[src/rtl/output_error_unit.sv]
// Output-layer error stage with a shared fixed-point arithmetic library.
//
// output_error_pkg : sfp fixed-point type (signed Q8.8, saturating), act_func
//                    activation encoding, and the sfp_add/sfp_neg/sfp_mul helpers.
//
// output_error_unit: takes one sample (predictions, pre-activation sums, targets),
//                    then walks the output lanes one per cycle through a single
//                    arithmetic path to produce dL/dsum per lane, and accumulates
//                    a saturating batch sum of squared errors.
//   clk, rst              clock (rising edge), asynchronous active-high reset
//   in_valid / in_ready   sample handshake; activation and data captured on accept
//   activation            output-layer activation function
//   predictions, sums,    per-lane sfp inputs
//   targets
//   out_valid / out_ready gradient handshake; error_gradient stable while out_valid
//   error_gradient        per-lane output gradients
//   loss_valid, loss      one-cycle pulse when loss takes a completed batch's sum
//   sample_count          samples completed in the current batch

package output_error_pkg;
    localparam int SFP_W    = 16;
    localparam int SFP_FRAC = 8;

    typedef logic signed [SFP_W-1:0] sfp;

    localparam sfp SFP_MAX = 16'sh7fff;
    localparam sfp SFP_MIN = 16'sh8000;
    localparam sfp SFP_ONE = 16'sh0100;

    typedef enum logic [1:0] {
        ACT_LINEAR  = 2'd0,
        ACT_SIGMOID = 2'd1,
        ACT_TANH    = 2'd2,
        ACT_RELU    = 2'd3
    } act_func;

    function automatic sfp sfp_sat(input logic signed [31:0] v);
        sfp r;
        if (v > 32'sd32767) begin
            r = SFP_MAX;
        end else if (v < -32'sd32768) begin
            r = SFP_MIN;
        end else begin
            r = v[SFP_W-1:0];
        end
        return r;
    endfunction

    function automatic sfp sfp_add(input sfp a, input sfp b);
        logic signed [31:0] aw;
        logic signed [31:0] bw;
        aw = a;
        bw = b;
        return sfp_sat(aw + bw);
    endfunction

    // Negating the most negative value saturates instead of wrapping.
    function automatic sfp sfp_neg(input sfp a);
        logic signed [31:0] aw;
        aw = a;
        return sfp_sat(-aw);
    endfunction

    // Product is truncated toward minus infinity (arithmetic shift), then saturated.
    function automatic sfp sfp_mul(input sfp a, input sfp b);
        logic signed [31:0] aw;
        logic signed [31:0] bw;
        logic signed [31:0] pr;
        aw = a;
        bw = b;
        pr = aw * bw;
        return sfp_sat(pr >>> SFP_FRAC);
    endfunction
endpackage

module output_error_unit
    import output_error_pkg::*;
#(
    parameter int output_units = 2,
    parameter int batch_size   = 4
) (
    input  logic                              clk,
    input  logic                              rst,
    input  logic                              in_valid,
    output logic                              in_ready,
    input  act_func                           activation,
    input  sfp [output_units-1:0]             predictions,
    input  sfp [output_units-1:0]             sums,
    input  sfp [output_units-1:0]             targets,
    output logic                              out_valid,
    input  logic                              out_ready,
    output sfp [output_units-1:0]             error_gradient,
    output logic                              loss_valid,
    output sfp                                loss,
    output logic [$clog2(batch_size+1)-1:0]   sample_count
);
    localparam int KW = (output_units > 1) ? $clog2(output_units) : 1;
    localparam int CW = $clog2(batch_size + 1);

    typedef enum logic [1:0] {IDLE, COMPUTE, HOLD} state_t;

    state_t                 state_q, state_d;
    logic [KW-1:0]          k_q, k_d;
    act_func                act_q, act_d;
    sfp [output_units-1:0]  pred_q, pred_d;
    sfp [output_units-1:0]  sum_q, sum_d;
    sfp [output_units-1:0]  tgt_q, tgt_d;
    sfp [output_units-1:0]  grad_q, grad_d;
    sfp                     acc_q, acc_d;
    sfp                     loss_q, loss_d;
    logic                   loss_valid_q, loss_valid_d;
    logic [CW-1:0]          count_q, count_d;

    // Single lane datapath, steered by k_q.
    sfp lane_p, lane_t, lane_s, lane_e, lane_g, lane_sq;

    always_comb begin
        lane_p  = pred_q[k_q];
        lane_t  = tgt_q[k_q];
        lane_s  = sum_q[k_q];
        lane_e  = sfp_add(lane_p, sfp_neg(lane_t));
        lane_sq = sfp_mul(lane_e, lane_e);
        case (act_q)
            ACT_SIGMOID: lane_g = sfp_mul(sfp_mul(lane_e, lane_p),
                                          sfp_add(SFP_ONE, sfp_neg(lane_p)));
            ACT_TANH:    lane_g = sfp_mul(lane_e,
                                          sfp_add(SFP_ONE, sfp_neg(sfp_mul(lane_p, lane_p))));
            ACT_RELU:    lane_g = (lane_s >= sfp'(0)) ? lane_e : sfp'(0);
            default:     lane_g = lane_e;
        endcase
    end

    // Only the lane currently being processed updates; all others hold.
    for (genvar gi = 0; gi < output_units; gi++) begin : g_lane
        assign grad_d[gi] = (state_q == COMPUTE && k_q == KW'(gi)) ? lane_g : grad_q[gi];
    end

    always_comb begin
        state_d      = state_q;
        k_d          = k_q;
        act_d        = act_q;
        pred_d       = pred_q;
        sum_d        = sum_q;
        tgt_d        = tgt_q;
        acc_d        = acc_q;
        loss_d       = loss_q;
        loss_valid_d = 1'b0;
        count_d      = count_q;
        case (state_q)
            IDLE: begin
                if (in_valid) begin
                    act_d   = activation;
                    pred_d  = predictions;
                    sum_d   = sums;
                    tgt_d   = targets;
                    k_d     = '0;
                    state_d = COMPUTE;
                end
            end
            COMPUTE: begin
                // e^2 is non-negative, so the saturating add clamps at the positive max.
                acc_d = sfp_add(acc_q, lane_sq);
                k_d   = k_q + KW'(1);
                if (k_q == KW'(output_units - 1)) begin
                    state_d = HOLD;
                end
            end
            HOLD: begin
                if (out_ready) begin
                    state_d = IDLE;
                    if (count_q == CW'(batch_size - 1)) begin
                        loss_d       = acc_q;
                        loss_valid_d = 1'b1;
                        acc_d        = '0;
                        count_d      = '0;
                    end else begin
                        count_d = count_q + CW'(1);
                    end
                end
            end
            default: state_d = IDLE;
        endcase
    end

    always_ff @(posedge clk or posedge rst) begin
        if (rst) begin
            state_q      <= IDLE;
            k_q          <= '0;
            act_q        <= ACT_LINEAR;
            pred_q       <= '0;
            sum_q        <= '0;
            tgt_q        <= '0;
            grad_q       <= '0;
            acc_q        <= '0;
            loss_q       <= '0;
            loss_valid_q <= 1'b0;
            count_q      <= '0;
        end else begin
            state_q      <= state_d;
            k_q          <= k_d;
            act_q        <= act_d;
            pred_q       <= pred_d;
            sum_q        <= sum_d;
            tgt_q        <= tgt_d;
            grad_q       <= grad_d;
            acc_q        <= acc_d;
            loss_q       <= loss_d;
            loss_valid_q <= loss_valid_d;
            count_q      <= count_d;
        end
    end

    assign in_ready       = (state_q == IDLE);
    assign out_valid      = (state_q == HOLD);
    assign error_gradient = grad_q;
    assign loss           = loss_q;
    assign loss_valid     = loss_valid_q;
    assign sample_count   = count_q;
endmodule

[config.mk]
export PLATFORM = sky130hd
export DESIGN_NAME = output_error_unit
export DESIGN_NICKNAME = d
export VERILOG_FILES = /design/src/rtl/output_error_unit.sv
export SDC_FILE = /design/constraint.sdc
export NUM_CORES = 2
export LEC_CHECK = 0
export ABC_AREA = 1
export CAP_MARGIN = 20
export CORE_MARGIN = 2
export CORE_UTILIZATION = 55
export DETAILED_ROUTE_END_ITERATION = 6
export GPL_ROUTABILITY_DRIVEN = 0
export PLACE_DENSITY = 0.72
export SLEW_MARGIN = 40
export SYNTH_ARGS = -nofsm -noshare
export SYNTH_HDL_FRONTEND = slang
export SYNTH_SLANG_ARGS = --single-unit
[constraint.sdc]
create_clock -name clk -period 22.6 [get_ports clk]
set_input_delay 3.39 -clock clk [delete_from_list [all_inputs] [get_ports clk]]
set_output_delay 3.39 -clock clk [all_outputs]
set_load 0.01 [all_outputs]
Yosys cells after proc, flatten, opt, wreduce, memory -nomap -nowiden
Index checks and enable logic that the tools add are counted.
{ "op_classes": {"n_mux": 51, "bitwise_logic": 1, "n_addsub": 9, "reduce_logical": 11, "magnitude_cmp": 26, "multipliers": 5, "eq_ne": 10} }
{ "op_table": {"columns": ["op", "n"], "rows": [
  ["2-to-1 mux 16 bit", 39],
  ["multiplier 16 x 16 -> 32 bit", 5],
  ["> comparator 24 x 16 -> 1 bit, second input constant", 5],
  ["less-than comparator 24 x 16 -> 1 bit, second input constant", 5],
  ["> comparator 32 x 16 -> 1 bit, second input constant", 3],
  ["less-than comparator 32 x 16 -> 1 bit, second input constant", 3],
  ["negator 16 -> 32 bit", 3],
  ["> comparator 17 x 16 -> 1 bit, second input constant", 4],
  ["less-than comparator 17 x 16 -> 1 bit, second input constant", 4],
  ["case mux 16 bit (3 select lines)", 1],
  ["adder 10 x 16 -> 17 bit, first input constant", 2],
  ["adder 16 x 16 -> 17 bit", 2],
  ["case mux 16 bit (2 select lines)", 1],
  ["greater-or-equal comparator 16 x 1 -> 1 bit, second input constant", 1],
  ["AND reduction 3 bit", 3],
  ["== test 2 bit, second input constant", 3],
  ["2-to-1 mux 2 bit", 3],
  ["case mux 2 bit (3 select lines)", 1],
  ["AND reduction 2 bit", 3],
  ["== test 2 x 1 -> 1 bit, second input constant", 2],
  ["2-to-1 mux 1 bit", 4],
  ["!= test 2 x 1 -> 1 bit, second input constant", 2],
  ["!= test 2 bit, second input constant", 2],
  ["nonzero test 2 bit", 2],
  ["other kinds (9)", 10]
]} }
{ "totals": {"output_inout_bits": 54, "input_bits": 102, "register_bits": 169, "wordCells": 128} }

Depth between registers and ports, before layout
{ "depth": {"word_depth": 22, "ltp_mapped": 106, "depth_no_buf": 98} }

Least setup slack after synthesis
OpenSTA, ideal clock, no wires.
{ "synth_timing": {"path_kind": "register to register", "startpoint": "register k_q", "endpoint": "register grad_q (netlist bit error_gradient[20])", "path_buffers": 11, "arrival_time_ps": 17095, "t_required_ps": 22483, "period_less_slack_ps": 17212, "slack_ps": 5388, "path_stages_with_launch": 95, "setup_ps": 117, "path_cell_list": "dfrtp_1 > buf_6 > buf_4 > buf_4 > clkbuf_1 > clkbuf_1 > nand2_1 > o21ai_0 > nand2_1 > nor2_1 > nand2_1 > nor2_1 > nand3_1 > nand3b_1 > nor4_1 > nand3_1 > ha_1 > nor2_1 > [... 59 more ...] > nand2_1 > o21ai_0 > a21oi_1 > nor2_1 > a211oi_1 > nand2_1 > nand2_1 > nand2_1 > nand3b_1 > nor2_1 > nand3_1 > o21bai_4 > buf_6 > nand2_1 > nand2_1 > nand3_2 > nand3_1 > nand2_1"} }
{ "synth_via": {"elab_chain_len": 22, "elab_cells_between_ends": 66, "classes_between": "6 x add/sub; 4 x mul; 21 x order compare; 34 x mux; 1 x reduce/logical"} }
{ "synth_lines": {"columns": ["item", "line_no", "text"], "rows": [
  ["start, declared", "103", "logic [KW-1:0] k_q, k_d;"],
  ["start signal, assigned", "200", "k_q <= k_d;"],
  ["2-to-1 mux 16 bit (not written as such) (2 in a row)", "118", "lane_p = pred_q[k_q];"],
  ["multiplier 16 x 16 -> 32 bit", "71", "pr = aw * bw;"],
  ["less-than comparator 24 x 16 -> 1 bit", "41", "end else if (v < -32'sd32768) begin"],
  ["2-to-1 mux 16 bit", "41", null],
  ["2-to-1 mux 16 bit", "39", "if (v > 32'sd32767) begin"],
  ["2-to-1 mux 16 bit", "123", "case (act_q)"],
  ["negator 16 -> 32 bit", "61", "return sfp_sat(-aw);"],
  ["less-than comparator 32 x 16 -> 1 bit", "41", null],
  ["[... 5 more ...]", null, null],
  ["2-to-1 mux 16 bit", "41", null],
  ["2-to-1 mux 16 bit", "39", null],
  ["2-to-1 mux 16 bit", "123", null],
  ["multiplier 16 x 16 -> 32 bit", "71", null],
  ["less-than comparator 24 x 16 -> 1 bit", "41", null],
  ["2-to-1 mux 16 bit", "41", null],
  ["2-to-1 mux 16 bit", "39", null],
  ["case mux 16 bit (3 select lines)", "123", null],
  ["end signal, assigned", "205", "grad_q <= grad_d;"],
  ["end, declared", "108", "sfp [output_units-1:0] grad_q, grad_d;"]
]} }
Parallel ways exist; a longest one is shown, timed or not. The select of a mux whose other input is x is not followed.
A chain may end at the register's enable or synchronous reset.

Worst setup path after layout
{ "layout_timing": {"startpoint": "register k_q", "endpoint": "register grad_q (netlist bit error_gradient[3])"} }
Same word-level chain as after synthesis.

==> reports/metrics.csv <==
metric,value,unit
kind of critical path,register to register,
mean post-synth cell area,8.00,um^2
pin count of the biggest net entering global routing,92,
Synth area leader,fa_1,
DIE WIDTH,330,um
H-tree depth,4,
hold slack,0.477,ns
"CP delay by family, top",adder cells,
final setup violation count,0,
FF-to-FF path depth,81,
clk sink count,139,
violated checks,DRC,
vias per inst,5.41,
FF+latch area,3480,um^2
Worst EP arrival,20.80,ns
Worst-Margin Slew,0.870,ns
reg2reg start,k_q,
initial antenna violation count,1,
Port Buf Inserts,125,
core area,105000,um^2
FILL cells,9487,
NumNets Final,9113,
worst-path maximum fanout,57,
Commonest cells post-synth,"inv_1 (1847), nand2_1 (1340), fa_1 (1262), nor2_1 (833), ha_1 (444)",
R2R setup slack,2.19,ns
Initial Utilization,0.554,
synth warn,0,
Setup WS post-layout,2.19,ns
post-cts sizing count,0,
final core occ,0.585,
reg-to-reg endpoint,error_gradient[3],
die height,330,um
Hold Buf Count CTS,0,
max-capacitance violation count,0,
WP depth,81,
Max stage delay on crit path,0.63,ns
Worst setup SP type,register,
relative max-transition margin,0.420,
Max Clock Skew,0.0307,ns
Synth Flop Type,dfrtp_1,
cell area after synthesis,58300,um^2
first-pass GRT wire length,260,mm
row count,119,
number of flops mapped to enable cells by yosys,0,
vias in the first global route,49939,
Slew Limit Fails,0,
crit end category,register,
Synth Register Bits,139,
initial detailed-routing violation count,3570,
unrepaired setup endpoints after global routing,no,
full die area,109000,um^2
Detail Placement HPWL,128,mm
Total GRT Usage,0.309,
multi-input logic area,46800,um^2
min Tclk post-route,20.41,ns
clock tree buffer depth,2,
clock slew at reported path FFs,0.09,ns
setup bufs post-CTS,0,
clk_lat worst skew,0.52,ns
CP required,22.99,ns
post-synthesis cell count,7290,
Netlist cell types,69,
CP max stage cell,dfrtp_2,
Area Overhead vs Synth,5.62,%
Pre-antenna DRT Iters,7,
run status,"complete, but fails checks",
Hold Crit Class,register to register,
Vias,47162,
fin crit share,0.903,
drt wl/cell,18.3,um
Setup crit end,error_gradient[3],
residual DRC count,23,
setup TNS,0,ns
WP buf/inv,17,
Root Buffer,clkbuf_16,
Routed Antenna Nets,0,
synthesized net count,9098,
Setup crit start,k_q,
layout cells sized above 1,0.0480,
sequential area share after synthesis,0.0597,
cts bufs inserted,17,
Overflow after GRT,0,
asr flop ratio synth,1.00,
Synth area leaders,"fa_1 (43%), inv_1 (12%), ha_1 (9.5%)",
"count leader, synth",inv_1,
Yosys top cell area share,0.433,
fmax,49.0,MHz
most frequent cell on the critical path,fa_1,
CTS tree,yes,
I/O Pins,156,
Final Hold Viols,0,
Post-Place Setup Slack,2.48,ns
DRT Wirelength,159,mm
## tightest hold or removal path, stage by stage, from the launching register on
cell	delay [ns]
dfrtp_1	0.34
nand2_1	0.05
nand2_1	0.05
## logic make-up (layout without fill, tap and decap cells)
kind of cell,after synthesis,count (layout),share of synthesized area
adders and majority gates,1706,1706,0.529
and+or+nand+nor,2564,2564,0.182
other,0,1,0
AOI/OAI and AO/OA,545,545,0.0545
buffers and inverters,2103,2131,0.139
muxes,33,33,0.00637
xor gates and xnor gates,200,200,0.0302
DFF,139,139,0.0597
## metal layers
layer | vias to the layer above | global-route usage | wire length, um
met4 | 0 | 0.147 | 8590
met5 | - | 0 | 0
met3 | 455 | 0.0529 | 13700
li1 | 21373 | - | -
met1 | 23387 | 0.397 | 61500
met2 | 1947 | 0.510 | 75400
## placed cells by master (no fill, tap or decap), types with 16 or more instances in the layout
cell type / count
nand4_1: 26
nor2_1: 831
a21oi_1: 253
ha_1: 443
o21bai_1: 16
inv_2: 33
clkdlybuf4s50_1: 125
xnor2_1: 59
o21a_1: 23
a31oi_1: 28
nand2_1: 1339
xor2_1: 140
dfrtp_1: 138
nor3_1: 41
nand3_1: 152
nand3b_1: 19
clkinv_1: 21
inv_1: 1845
fa_1: 1262
clkbuf_16: 17
nand3_2: 20
mux2_2: 33
o21ai_0: 115
nand2_2: 63
buf_4: 72
o21ai_2: 25
## final cells by class
type / count / area share
Multi-Input combinational cell: 5048 / 0.761
Inverter: 1902 / 0.116
Sequential cell: 139 / 0.0565
Timing Repair Buffer: 197 / 0.0291
Tap cell: 1391 / 0.0283
Clock buffer: 18 / 0.00713
Clock inverter: 14 / 0.00221
Antenna cell: 1 / 0.0000406
## per-stage QoR
step / cell area (um^2) / cells
finish: 61600 / 8710
floorplan: 58300 / 7290
global placement: 61000 / 8677
CTS: 61600 / 8709
detailed placement: 61000 / 8677
global route: 61600 / 8709
## worst min-delay path by stage
stage | from | to | slack (ns) | depth (start not counted)
detailed placement | error_gradient[25] | error_gradient[25] | 0.47 | 2
global placement | error_gradient[20] | error_gradient[20] | 0.47 | 2
global route | error_gradient[26] | error_gradient[26] | 0.51 | 2
finish | error_gradient[25] | error_gradient[25] | 0.48 | 2
floorplan | pred_q[5] | pred_q[5] | 0.47 | 1
CTS | error_gradient[25] | error_gradient[25] | 0.48 | 2
## sequential cells by signal (all words and copies together) (netlist names)
name,count
act_q,2
state_q,2
pred_q,32
k_q,1
sample_count,3
loss,16
acc_q,16
loss_valid,1
error_gradient,32
tgt_q,32
sum_q,2
Power is not shown: default switching activity piles up to over one toggle a cycle in this logic, so the estimate is an artifact.
